**config.mk**
```make
export PLATFORM = sky130hd
export DESIGN_NAME = tdm_ctrl
export DESIGN_NICKNAME = d
export VERILOG_FILES = /design/src/rtl/tdm_pkg.sv /design/src/rtl/tdm_clkgen.sv /design/src/rtl/tdm_ctrl.sv
export SDC_FILE = /design/constraint.sdc
export NUM_CORES = 1
export LEC_CHECK = 0
export ABC_AREA = 1
export BUFFER_PORTS_ARGS = -buffer_cell sky130_fd_sc_hd__clkbuf_2
export CAP_MARGIN = 20
export CORE_MARGIN = 1
export CORE_UTILIZATION = 60
export CTS_CLUSTER_DIAMETER = 80
export DETAILED_ROUTE_END_ITERATION = 8
export GPL_TIMING_DRIVEN = 0
export PLACE_DENSITY = 0.94
export RECOVER_POWER = 25
export SETUP_SLACK_MARGIN = 0.3
export SYNTH_ARGS = -nofsm -noshare
export SYNTH_HDL_FRONTEND = slang
export SYNTH_SLANG_ARGS = --single-unit
```
**constraint.sdc**
```tcl
create_clock -name iclk -period 4.9 [get_ports iclk]
set_input_delay 0.245 -clock iclk [delete_from_list [all_inputs] [get_ports iclk]]
set_output_delay 0.245 -clock iclk [all_outputs]
set_load 0.05 [all_outputs]
```
**src/rtl/tdm_pkg.sv**
```systemverilog
// Shared definitions for the TDM output scheduler: state encoding, default
// geometry, counter widths and the silence word used on FIFO underrun.
package tdm_pkg;

  localparam int unsigned DEF_SLOTS     = 8;
  localparam int unsigned DEF_SLOT_BITS = 32;
  localparam int unsigned SLOT_CNT_W    = $clog2(DEF_SLOTS);
  localparam int unsigned BIT_CNT_W     = $clog2(DEF_SLOT_BITS);

  localparam logic [DEF_SLOT_BITS-1:0] SILENCE_WORD = '0;

  typedef logic [1:0] state_t;
  localparam state_t IDLE = 2'd0;
  localparam state_t ARM  = 2'd1;
  localparam state_t RUN  = 2'd2;
  localparam state_t STOP = 2'd3;

  // Counter width that stays legal for a count range of 1.
  function automatic int unsigned cnt_width(input int unsigned n);
    return (n < 2) ? 1 : $clog2(n);
  endfunction

endpackage

```
**src/rtl/tdm_clkgen.sv**
```systemverilog
// Bit-clock divider: sclk toggles every div+1 enabled cycles; rise/fall
// strobes are high in the cycle before the corresponding sclk transition.
module tdm_clkgen #(
  parameter int unsigned DIV_W = 16
) (
  input  logic             clk,
  input  logic             rst_n,
  input  logic             en,
  input  logic             load,
  input  logic [DIV_W-1:0] div,
  output logic             sclk,
  output logic             rise_tick,
  output logic             fall_tick
);

  logic [DIV_W-1:0] div_q;
  logic [DIV_W-1:0] cnt;
  logic             half_tick;

  assign half_tick = en && !load && (cnt == div_q);
  assign rise_tick = half_tick && !sclk;
  assign fall_tick = half_tick && sclk;

  // load restarts the divider with sclk low, so the first event is a rise
  always_ff @(posedge clk or negedge rst_n) begin
    if (!rst_n) begin
      div_q <= '0;
      cnt   <= '0;
      sclk  <= 1'b0;
    end else if (load) begin
      div_q <= div;
      cnt   <= '0;
      sclk  <= 1'b0;
    end else if (!en) begin
      cnt   <= '0;
      sclk  <= 1'b0;
    end else if (half_tick) begin
      cnt   <= '0;
      sclk  <= ~sclk;
    end else begin
      cnt   <= cnt + 1'b1;
    end
  end

endmodule

```
**src/rtl/tdm_ctrl.sv**
```systemverilog
// TDM frame scheduler/serialiser: fetches one FIFO word per slot, shifts it
// out MSB first with DSP-style frame sync, substituting silence on underrun.
module tdm_ctrl
  import tdm_pkg::*;
#(
  parameter int unsigned SLOTS     = DEF_SLOTS,
  parameter int unsigned SLOT_BITS = DEF_SLOT_BITS,
  parameter int unsigned DIV_W     = 16
) (
  input  logic                     iclk,
  input  logic                     irst,
  input  logic                     ien,
  input  logic [DIV_W-1:0]         idiv,
  input  logic                     iclr_underrun,
  input  logic [SLOT_BITS-1:0]     ififo_data,
  input  logic                     ififo_empty,
  output logic                     ofifo_rd,
  output logic                     osclk,
  output logic                     ofs,
  output logic                     odata,
  output logic [$clog2(SLOTS)-1:0] oslot,
  output logic                     obusy,
  output logic                     ounderrun
);

  localparam int unsigned SW = cnt_width(SLOTS);
  localparam int unsigned BW = cnt_width(SLOT_BITS);
  localparam logic [SW-1:0] LAST_SLOT = SW'(SLOTS - 1);
  localparam logic [BW-1:0] LAST_BIT  = BW'(SLOT_BITS - 1);
  localparam logic [BW-1:0] PRE_BIT   = BW'(SLOT_BITS - 2);

  state_t               state;
  logic [BW-1:0]        bit_cnt;
  logic [SW-1:0]        slot_cnt;
  logic                 in_frame;
  logic [SLOT_BITS-1:0] shreg;
  logic [SLOT_BITS-1:0] prefetch;
  logic [SLOT_BITS-1:0] load_word;
  logic                 rd_d;
  logic                 ur_pending;

  logic clk_en;
  logic arm_go;
  logic fall_tick;
  logic rise_unused;
  logic boundary;
  logic pre_last;
  logic stop_req;
  logic fetch;
  logic starve;
  logic ur_set;
  logic stop_done;

  tdm_clkgen #(
    .DIV_W (DIV_W)
  ) u_clkgen (
    .clk       (iclk),
    .rst_n     (irst),
    .en        (clk_en),
    .load      (arm_go),
    .div       (idiv),
    .sclk      (osclk),
    .rise_tick (rise_unused),
    .fall_tick (fall_tick)
  );

  always_comb begin
    clk_en    = (state == RUN) || (state == STOP);
    arm_go    = (state == ARM) && ien && !ififo_empty;
    boundary  = (state == RUN) && fall_tick && (!in_frame || bit_cnt == LAST_BIT);
    pre_last  = (state == RUN) && fall_tick && in_frame && (bit_cnt == PRE_BIT);
    stop_req  = pre_last && (slot_cnt == LAST_SLOT) && !ien;
    fetch     = pre_last && !stop_req && !ififo_empty;
    starve    = pre_last && !stop_req && ififo_empty;
    ur_set    = boundary && ur_pending;
    stop_done = (state == STOP) && fall_tick;
    // At the shortest bit period the read data lands on the same edge as the
    // slot load, so bypass the prefetch register in that cycle.
    load_word = rd_d ? ififo_data : prefetch;
  end

  assign oslot = slot_cnt;
  assign obusy = (state != IDLE);

  always_ff @(posedge iclk or negedge irst) begin
    if (!irst) begin
      state <= IDLE;
    end else begin
      case (state)
        IDLE:    if (ien) state <= ARM;
        ARM:     if (!ien) state <= IDLE;
                 else if (!ififo_empty) state <= RUN;
        RUN:     if (stop_req) state <= STOP;
        STOP:    if (fall_tick) state <= IDLE;
        default: state <= IDLE;
      endcase
    end
  end

  always_ff @(posedge iclk or negedge irst) begin
    if (!irst) begin
      ofifo_rd   <= 1'b0;
      rd_d       <= 1'b0;
      prefetch   <= '0;
      ur_pending <= 1'b0;
    end else begin
      ofifo_rd <= arm_go || fetch;
      rd_d     <= ofifo_rd;
      if (stop_done) begin
        prefetch   <= '0;
        ur_pending <= 1'b0;
      end else begin
        if (rd_d)        prefetch <= ififo_data;
        else if (starve) prefetch <= SLOT_BITS'(SILENCE_WORD);
        if (starve)      ur_pending <= 1'b1;
        else if (ur_set) ur_pending <= 1'b0;
      end
    end
  end

  always_ff @(posedge iclk or negedge irst) begin
    if (!irst) begin
      bit_cnt  <= '0;
      slot_cnt <= '0;
      in_frame <= 1'b0;
      shreg    <= '0;
      odata    <= 1'b0;
      ofs      <= 1'b0;
    end else if (stop_done) begin
      bit_cnt  <= '0;
      slot_cnt <= '0;
      in_frame <= 1'b0;
      shreg    <= '0;
      odata    <= 1'b0;
      ofs      <= 1'b0;
    end else if (boundary) begin
      bit_cnt  <= '0;
      slot_cnt <= (!in_frame || slot_cnt == LAST_SLOT) ? '0 : slot_cnt + 1'b1;
      ofs      <= !in_frame || (slot_cnt == LAST_SLOT);
      in_frame <= 1'b1;
      odata    <= load_word[SLOT_BITS-1];
      shreg    <= {load_word[SLOT_BITS-2:0], 1'b0};
    end else if ((state == RUN) && fall_tick) begin
      bit_cnt  <= bit_cnt + 1'b1;
      ofs      <= 1'b0;
      odata    <= shreg[SLOT_BITS-1];
      shreg    <= {shreg[SLOT_BITS-2:0], 1'b0};
    end
  end

  always_ff @(posedge iclk or negedge irst) begin
    if (!irst)              ounderrun <= 1'b0;
    else if (ur_set)        ounderrun <= 1'b1;
    else if (iclr_underrun) ounderrun <= 1'b0;
  end

endmodule

```
# == Word-level counts from Yosys, hierarchy flattened ==
# Index checks and enable logic that the tools add are counted.
# totals
ff_bits,114
input_bits,53
output_inout_bits,9
# op_classes
add_sub_neg,3
n_eq_ne,12
muxes,38
bitwise,1
reduce_logical,33
# op_table
cell,count
2-to-1 mux 32 bit,7
2-to-1 mux 16 bit,3
"adder 16 x 1 -> 16 bit, second input constant",1
== test 16 bit,1
logical AND 1 bit,16
2-to-1 mux 1 bit,16
2-to-1 mux 5 bit,3
"== test 5 bit, second input constant",2
2-to-1 mux 2 bit,5
2-to-1 mux 3 bit,3
nonzero test 3 bit,3
one-hot mux 2 bit (4 select lines),1
"!= test 2 bit, second input constant",3
"!= test 3 bit, second input constant",2
nonzero test 2 bit,3
"adder 5 x 1 -> 5 bit, second input constant",1
logical NOT 1 bit,5
"== test 2 bit, second input constant",2
logical OR 1 bit,4
AND reduction 4 bit,1
"adder 3 x 1 -> 3 bit, second input constant",1
"== test 3 bit, second input constant",1
"== test 2 x 1 -> 1 bit, second input constant",1
logical NOT 2 bit,1
NOT 1 bit,1

# == Logic depth before layout (Yosys ltp) ==
# Gate-level depths: netlist of the first run.
# depth
depth_word,18
mapped_depth,14
depth_no_buf,13

# == By module ==
# Synthesis of the first run repeated with hierarchy kept, for this count alone.
# hier_totals
cells_unflattened,718
area_unflattened_um2,5645.4
# modules_own_cells
mod,instances,cells_each,area_each_um2,seq_area_each_um2
tdm_ctrl,1,472,3863.7,2001.9
tdm_clkgen,1,246,1781.7,825.8

# == Worst setup path after synthesis of the first run ==
# Ideal clock, no wire load.
# synth_timing
kind,flip-flop to flip-flop
startpoint,register bit_cnt[1]
endpoint,register shreg[22]
setup_ns,0.123
t_arrival_ns,1.784
t_required_ns,4.777
slack_ns,2.993
stages_incl_launch_ff,11
n_path_buf,2
synth_period_minus_slack_ns,1.907
cell_sequence,dfrtp_1 > ha_1 > inv_1 > nor2_1 > ha_1 > nor2_1 > inv_1 > clkbuf_1 > clkbuf_1 > o21ai_0 > o21ai_1
# synth_via
elab_chain_cells,5
word_cells_on_any_way,6
# synth_lines
item,line_no,rtl
from (decl),tdm_ctrl.sv:33,logic [BW-1:0] bit_cnt;
from (signal assigned),tdm_ctrl.sv:144,bit_cnt <= bit_cnt + 1'b1;
== test 5 bit (*),tdm_ctrl.sv:70,boundary = (state == RUN) && fall_tick && (!in_frame || bit_cnt == LAST_BIT);
logical OR 1 bit (*),tdm_ctrl.sv:70,
logical AND 1 bit (*),tdm_ctrl.sv:70,
2-to-1 mux 32 bit,tdm_ctrl.sv:136,end else if (boundary) begin
2-to-1 mux 32 bit,tdm_ctrl.sv:129,end else if (stop_done) begin
to (signal assigned),tdm_ctrl.sv:142,"shreg <= {load_word[SLOT_BITS-2:0], 1'b0};"
to (signal assigned),tdm_ctrl.sv:147,"shreg <= {shreg[SLOT_BITS-2:0], 1'b0};"
to (decl),tdm_ctrl.sv:36,logic [SLOT_BITS-1:0] shreg;
# Mark *: on every way between the ends. The rest lies on a longest branch, timed or not.
# A chain may end at the register's enable or synchronous reset.

==> results.yml, run 1 <==
status:
  status: "complete, but fails checks"
  violations: "capacitance limit, slew limit"
clocking:
  htree_num_levels: 4
  cts_sinks: 113
  post_cts_buffers: 0
  cts_buffers: 17
  cts.reportedPaths.clkPinSlew_ns: 0.06
  root_buffer: "clkbuf_8"
  cts_tree: "built"
  clkLatencyLatePin_ns: 0.53
  clk_path_buf_depth: 2
yosys:
  synthAdderAreaFrac_pct: 1.38
  synth_top_cell_by_area: "dfrtp_1"
  yosys_warnings: 0
  synth-xor-area-share_pct: 1.61
  syn_nets: 739
  yosysUniqueCellTypes: 33
  synth_mux_area_share_pct: 1.38
  synth_compound_area_share_pct: 11.3
  async_reset_ff_share_pct: 100
  synthTopCellsByArea: "dfrtp_1, nand2_1, nor2_1"
  synth-seq-cells: 113
  synth_area_per_cell_um2: 7.98
  synth_top_area_share_pct: 52.1
  synth-simple-area-share_pct: 26.0
  synth_edf_count: 0
  synthFlopType: "dfrtp_1"
  ys_seq_area_share_pct: 52.1
  synth_area_mm2: 0.00543
  synth_top_family_by_area: "simple AND/OR/NAND/NOR gates"
  syn_inst: 680
critical_path:
  cp.required_ns: 4.94
  path_max_fanout: 113
  startpoint_type: "input pin"
  slowest_stage: "clkbuf_2"
  worstSetupEndpointType: "async pin"
  cpPeakStageDelay_ns: 1.90
  crit_chain: "dlygate4sd3_1 -> clkbuf_2"
  path_buf_inv: 2
  cp.arrival_ns: 2.76
  crit_type: "in -> async"
  crit_family: "buffers and inverters"
floorplanning:
  core_area_mm2: 0.00872
  die-area_mm2: 0.00943
  rows: 34
  dieHeight_um: 97.1
  ios: 62
  start_util_pct: 62.2
  dieWidth_um: 97.1
pwr:
  ir_worst_vdd_mv: 0.337
  leakage_nw: 3.53
  power_density_mw_per_mm2: 489
global_routing:
  grt_max_degree: 114
  antenna_found_initial: 0
  grt_pass1_vias: 5606
  grt_usage_pct: 37.2
  grt.overflow.total: 0
  grt_first_pass_wirelength_mm: 27.3
drt:
  routed_wirelength_mm: 16.9
  ant_nets: 0
  drcViolationCount: 0
  num_vias: 5608
  firstDrtPassIters: 6
  wire_per_inst_um: 18.2
  drt_iter0_drc: 677
  via_per_inst: 6.06
sta:
  rsz0062_at_grt: "false"
  post-route-period-util_pct: 55.5
  finalHoldViolCount: 0
  min_period_ns: 2.72
  skew_ns: 0.0103
  relSlewSlack_pct: -83.1
  setup_violations: 0
  fin_ws_ns: 2.18
  max_freq_ghz: 0.368
  final_max_slew_viol_count: 114
  tightestPinTransition_ns: 2.75
  fin_setup_tns_ns: 0
placed_design:
  dp_hpwl_mm: 8.73
  gp_congestion: 0.863
  placed_cells: 849
  io_buffers: 61
  pre_cts_ws_ns: 2.49
cells_and_area:
  drive_gt1_share_pct: 15.2
  area_delta_synth_final_pct: 27.9
  nNetsFinal: 863
  stdcell_count: 925
  num_antenna_cells: 0
worst_hold_path:
  hold_class: "in -> reg"
job:
  max_cap_violations: 1
[path summary, 6_finish.rpt]
path                                                 endpoint  slack [ns]                    from  cells after the start
max in group iclk                       shreg[17]$_DFFE_PN0P_        2.22  bit_cnt[1]$_DFFE_PN0P_                     10
worst max-delay path                 prefetch[27]$_DFFE_PN0P_        2.18                    irst                      2
worst min-delay path            u_clkgen.div_q[8]$_DFFE_PN0P_       0.006                 idiv[8]                      3
min in group asynchronous       u_clkgen.div_q[7]$_DFFE_PN0P_        1.11                    irst                      2
worst min register to register                 rd_d$_DFF_PN0_        0.42      ofifo_rd$_DFF_PN0_                      0
worst max register to register          shreg[17]$_DFFE_PN0P_        2.22  bit_cnt[1]$_DFFE_PN0P_                     10
[area by class of cell]
type | count | area [µm²]
sequential | 113 | 2830
multi-input combinational | 485 | 2260
fill | 468 | 1780
timing repair buffer | 105 | 746
clock buffer | 17 | 414
clock inverter | 15 | 220
inverter | 50 | 188
buffer | 32 | 150
tap | 108 | 135
[state kept, by name, summed over array words and instances (netlist names), named ones only]
signal,count
prefetch,32
shreg,31
u_clkgen.cnt,16
u_clkgen.div_q,16
bit_cnt,5
oslot,3
in_frame,1
odata,1
ofifo_rd,1
ofs,1
ounderrun,1
rd_d,1
state,1
u_clkgen.sclk,1
ur_pending,1
[repair_timing]
| action | 4_1_cts | 5_1_grt |
|---|---|---|
| endpoints found under the hold margin | 156 | 0 |
| resized for setup | 0 | 0 |
| hold buffers | 44 | 0 |
[where the power goes]
group	switching (mW)	internal, mW	total (mW)
logic	0.496	0.272	0.767
registers	0.116	1.15	1.26
clock network	0.516	0.845	1.36
[cells in the final DEF (no fill, tap or decap), types with 4 or more instances in the layout]
master	instances
bufinv_16	4
nor3_1	8
buf_2	6
dfrtp_1	113
o211ai_1	4
nand2_1	229
nor2_1	68
nand4_1	7
clkbuf_2	61
inv_2	11
clkbuf_1	22
inv_6	6
nand3_1	23
clkbuf_16	16
ha_1	6
inv_1	39
o21ai_1	22
o21ai_0	37
xor2_1	7
mux2_2	4
dlygate4sd3_1	44
a21oi_1	47
[per-stage QoR]
| step | total power [mW] | util [%] | area [µm²] | hold WS (ns) |
|---|---|---|---|---|
| 5_1_grt | 3.54 | 79.6 | 6940 | 0.000246 |
| 3_5_place_dp | 1.92 | 67.4 | 5880 | 0.400 |
| 3_3_place_gp | 1.87 | 67.3 | 5870 | 0.403 |
| 6_report | 3.39 | 79.6 | 6940 | 0.00622 |
| 4_1_cts | 3.32 | 79.7 | 6950 | 0.00208 |
| 2_1_floorplan | 1.74 | - | 5430 | -0.0506 |
[synth_stat cells, types with 6 or more instances]
cell type / n
nand3_1: 23
xor2_1: 7
a21oi_1: 47
nor3_1: 8
o21ai_1: 22
dfrtp_1: 113
nand4_1: 7
o21ai_0: 37
clkbuf_1: 22
inv_2: 11
ha_1: 6
nand2_1: 229
buf_2: 6
nor2_1: 68
inv_1: 39
[routing by layer]
metal | track usage, % | up-vias | wire, µm
met3 | 8.06 | 122 | 1640
met5 | 0 | - | 0
met2 | 60.8 | 460 | 8110
met4 | 23.9 | 0 | 976
li1 | - | 2438 | -
met1 | 44.8 | 2588 | 6140
[cell families (layout without fill, tap and decap cells)]
| logic type | after synthesis | count (layout) |
|---|---|---|
| AO/OA/AOI/OAI | 117 | 117 |
| XOR/XNOR | 10 | 10 |
| adder cells (fa/ha/maj) | 6 | 6 |
| buffers and inverters | 82 | 219 |
| flip-flops | 113 | 113 |
| multiplexers | 7 | 7 |
| AND/OR/NAND/NOR | 345 | 345 |
No activity file was read; power rests on OpenSTA's default activity.
==> run 2, diff against run 1 <==
--- a/config.mk
+++ b/config.mk
@@ -5,15 +5,15 @@
 export SDC_FILE = /design/constraint.sdc
 export NUM_CORES = 1
 export LEC_CHECK = 0
-export ABC_AREA = 1
+export ABC_AREA = 0
 export BUFFER_PORTS_ARGS = -buffer_cell sky130_fd_sc_hd__clkbuf_2
 export CAP_MARGIN = 20
 export CORE_MARGIN = 1
-export CORE_UTILIZATION = 60
+export CORE_UTILIZATION = 58
 export CTS_CLUSTER_DIAMETER = 80
 export DETAILED_ROUTE_END_ITERATION = 8
 export GPL_TIMING_DRIVEN = 0
-export PLACE_DENSITY = 0.94
+export PLACE_DENSITY = 0.91
 export RECOVER_POWER = 25
 export SETUP_SLACK_MARGIN = 0.3
 export SYNTH_ARGS = -nofsm -noshare
==> constraint.sdc (replaced) <==
create_clock -name iclk -period 2.6 [get_ports iclk]
set_input_delay 0.13 -clock iclk [delete_from_list [all_inputs] [get_ports iclk]]
set_output_delay 0.13 -clock iclk [all_outputs]
set_load 0.05 [all_outputs]
==> results.yml, run 2 <==
cells_and_area:
  final_common_cell: "dfrtp_1"
  largestRegisters: "prefetch x32, shreg x31"
  final_cell_mix: "dfrtp_1, nor2_1, clkbuf_2"
  nNetsFinal: 651
  fillers: 553
  multi_input_area_mm2: 0.00248
  largest_register_ffs: 32
  area_delta_synth_final_pct: 29.7
  num_antenna_cells: 0
  drive_gt1_share_pct: 29.6
  largest_register: "prefetch"
  register_area_mm2: 0.00283
critical_path:
  r2r-start: "bit_cnt[0]$_DFFE_PN0P_"
  startpoint_type: "flip-flop"
  path_max_fanout: 10
  reg2reg_depth: 9
  slowest_stage: "dfrtp_1"
  cpPeakStageDelay_ns: 0.41
  setup.worst_path.start: "bit_cnt[0]$_DFFE_PN0P_"
  cp.required_ns: 3.00
  cp.arrival_ns: 2.70
  worstSetupEndpointType: "flip-flop"
  crit_type: "reg -> reg"
  r2r-end: "shreg[20]$_DFFE_PN0P_"
  r2r_slack_ns: 0.30
  cp-endpoint: "shreg[20]$_DFFE_PN0P_"
  crit_chain: "ha_1 -> and3_1 -> ha_1 -> nand2b_1 -> buf_2 -> clkbuf_4 -> nor2_1 -> a211oi_2 -> mux2_4"
  cpMostUsedCell: "ha_1"
pwr:
  switching_share_pct: 28.7
  power_density_mw_per_mm2: 859
  ir_worst_vdd_mv: 0.691
  p_int_mw: 4.35
  clkPwrFrac_pct: 39.6
  combPwrFrac_pct: 20.9
  p_switching_mw: 1.75
  leakage_nw: 3.37
  p_seq_share_pct: 39.5
drt:
  routed_wirelength_mm: 13.4
  num_vias: 4128
  drcViolationCount: 0
  drt_iter0_drc: 289
  via_per_inst: 5.77
  ant_nets: 0
  wire_per_inst_um: 18.8
  firstDrtPassIters: 4
sta:
  max_freq_ghz: 0.435
  hold-worst-slack_ns: 0.0154
  rsz0062_at_grt: "true"
  setup_violations: 0
  final_max_slew_viol_count: 0
  post-route-period-util_pct: 88.4
  skew_ns: 0.00839
  fin_setup_tns_ns: 0
  fin_ws_ns: 0.303
  tightestPinTransition_ns: 1.49
  min_period_ns: 2.30
  relSlewSlack_pct: 0.695
  finalHoldViolCount: 0
floorplanning:
  die-area_mm2: 0.00983
  start_util_pct: 59.5
  dieWidth_um: 99.1
  ios: 62
  dieHeight_um: 99.1
  core_area_mm2: 0.00920
  rows: 35
global_routing:
  antenna_found_initial: 0
  grt.overflow.total: 0
  met3_usage_pct: 7.73
  grt_use_met2_pct: 54.5
  grt_max_degree: 114
  grt_pass1_vias: 4592
  grt_first_pass_wirelength_mm: 22.0
  grt_usage_pct: 29.4
  met1_usage_pct: 32.3
  grt_most_used_layer: "met2"
clocking:
  htree_num_levels: 4
  root_buffer: "clkbuf_8"
  cts_buffers: 17
  clkLatencyLatePin_ns: 0.53
  cts_tree: "built"
  cts_sinks: 113
  clk_path_buf_depth: 2
  cts.reportedPaths.clkPinSlew_ns: 0.06
yosys:
  synth_area_per_cell_um2: 11.9
  async_reset_ff_share_pct: 100
  synthTopCellsByArea: "dfrtp_1, mux2_4, nor2_1"
  synth_edf_count: 0
  yosysUniqueCellTypes: 43
  ys_seq_area_share_pct: 51.7
  synth_area_mm2: 0.00547
  syn_nets: 519
  synth-seq-cells: 113
  synth_top_cell_by_area: "dfrtp_1"
  synth_top_area_share_pct: 51.7
  syn_inst: 460
  yosysMostFrequentCell: "dfrtp_1"
  yosys_warnings: 0
  synthFlopType: "dfrtp_1"
  synth_commonest_cells: "dfrtp_1, nor2_1, mux2_4"
worst_hold_path:
  hold_class: "in -> reg"
placed_design:
  gp_congestion: 0.820
  pre_cts_ws_ns: 0.116
  io_buffers: 61
  dp_hpwl_mm: 7.72
job:
  max_cap_violations: 0
status:
  status: "finished, final reports clean"
-- run 2: cell type report --
cell class                      count  area share [%]
Clock inverter                     10            2.22
Multi-Input combinational cell    313            34.9
Buffer                             27            2.66
Clock buffer                       21            6.47
Tap cell                          111            1.96
Timing Repair Buffer              113            11.6
Sequential cell                   113            39.8
Inverter                            7           0.370
-- run 2: worst min path at each step --
stage,start,to,slack (ns),cells after the start
floorplan,irst,async pin,-0.17,0
global placement,ofifo_rd$_DFF_PN0_,rd_d$_DFF_PN0_,0.36,0
detailed placement,irst,prefetch[15]$_DFFE_PN0P_,0.31,1
CTS,ien,state[0]$_DFFE_PN0P_,0.009,4
global route,ien,state[0]$_DFFE_PN0P_,0.05,4
finish,ien,state[0]$_DFFE_PN0P_,0.02,4
-- run 2: power by group through the flow --
stage / clock, mW / combinational, mW / sequential [mW]
finish: 2.41 / 1.28 / 2.41
global route: 2.50 / 1.42 / 2.45
CTS: 2.42 / 1.24 / 2.40
detailed placement: 0 / 1.14 / 2.42
global placement: 0 / 1.06 / 2.40
floorplan: 0 / 0.847 / 2.36
-- run 2: cells by family (layout without fill, tap and decap cells) --
family                   count (synthesis)  count (layout)  share of synthesized area (%)
AO/OA/AOI/OAI                           52              52                           7.11
XOR/XNOR                                31              31                           4.96
adder cells (fa/ha/maj)                  6               6                           1.37
buffers and inverters                   34             178                           3.59
flip-flops                             113             113                           51.7
multiplexers                            83              83                           18.6
AND/OR/NAND/NOR                        141             141                           12.7
-- run 2: per-layer routing --
metal  vias to the layer above  routed length (µm)  part of all wire, %
met5                         -                   0                    0
met4                         0                 355                  2.6
met3                        40                 569                  4.2
met2                       132                7340                   55
met1                      2080                5170                   38
li1                       1876                   -                    -
-- run 2: per-stage QoR --
step	util [%]	power, mW	area, µm²	cells
2_1_floorplan	-	3.21	5470	460
3_3_place_gp	64.3	3.46	5920	632
3_5_place_dp	64.4	3.56	5930	632
4_1_cts	76.8	6.06	7070	713
5_1_grt	77.2	6.37	7100	715
6_report	77.2	6.10	7100	715
-- run 2: critical path, delay by kind of cell, from the launching register on --
kind | cells | cell delay (ns)
simple gates | 3 | 0.55
compound gates | 1 | 0.09
mux | 1 | 0.28
buf+inv | 2 | 0.40
flops | 1 | 0.41
fa+ha+maj | 2 | 0.45
-- run 2: repair_timing --
action	CTS	global route
gates resized for setup	9	14
hold endpoints to repair	162	0
hold buffers	50	0
endpoints found under the setup margin	64	73
pin swaps	1	1
setup buffers	0	2
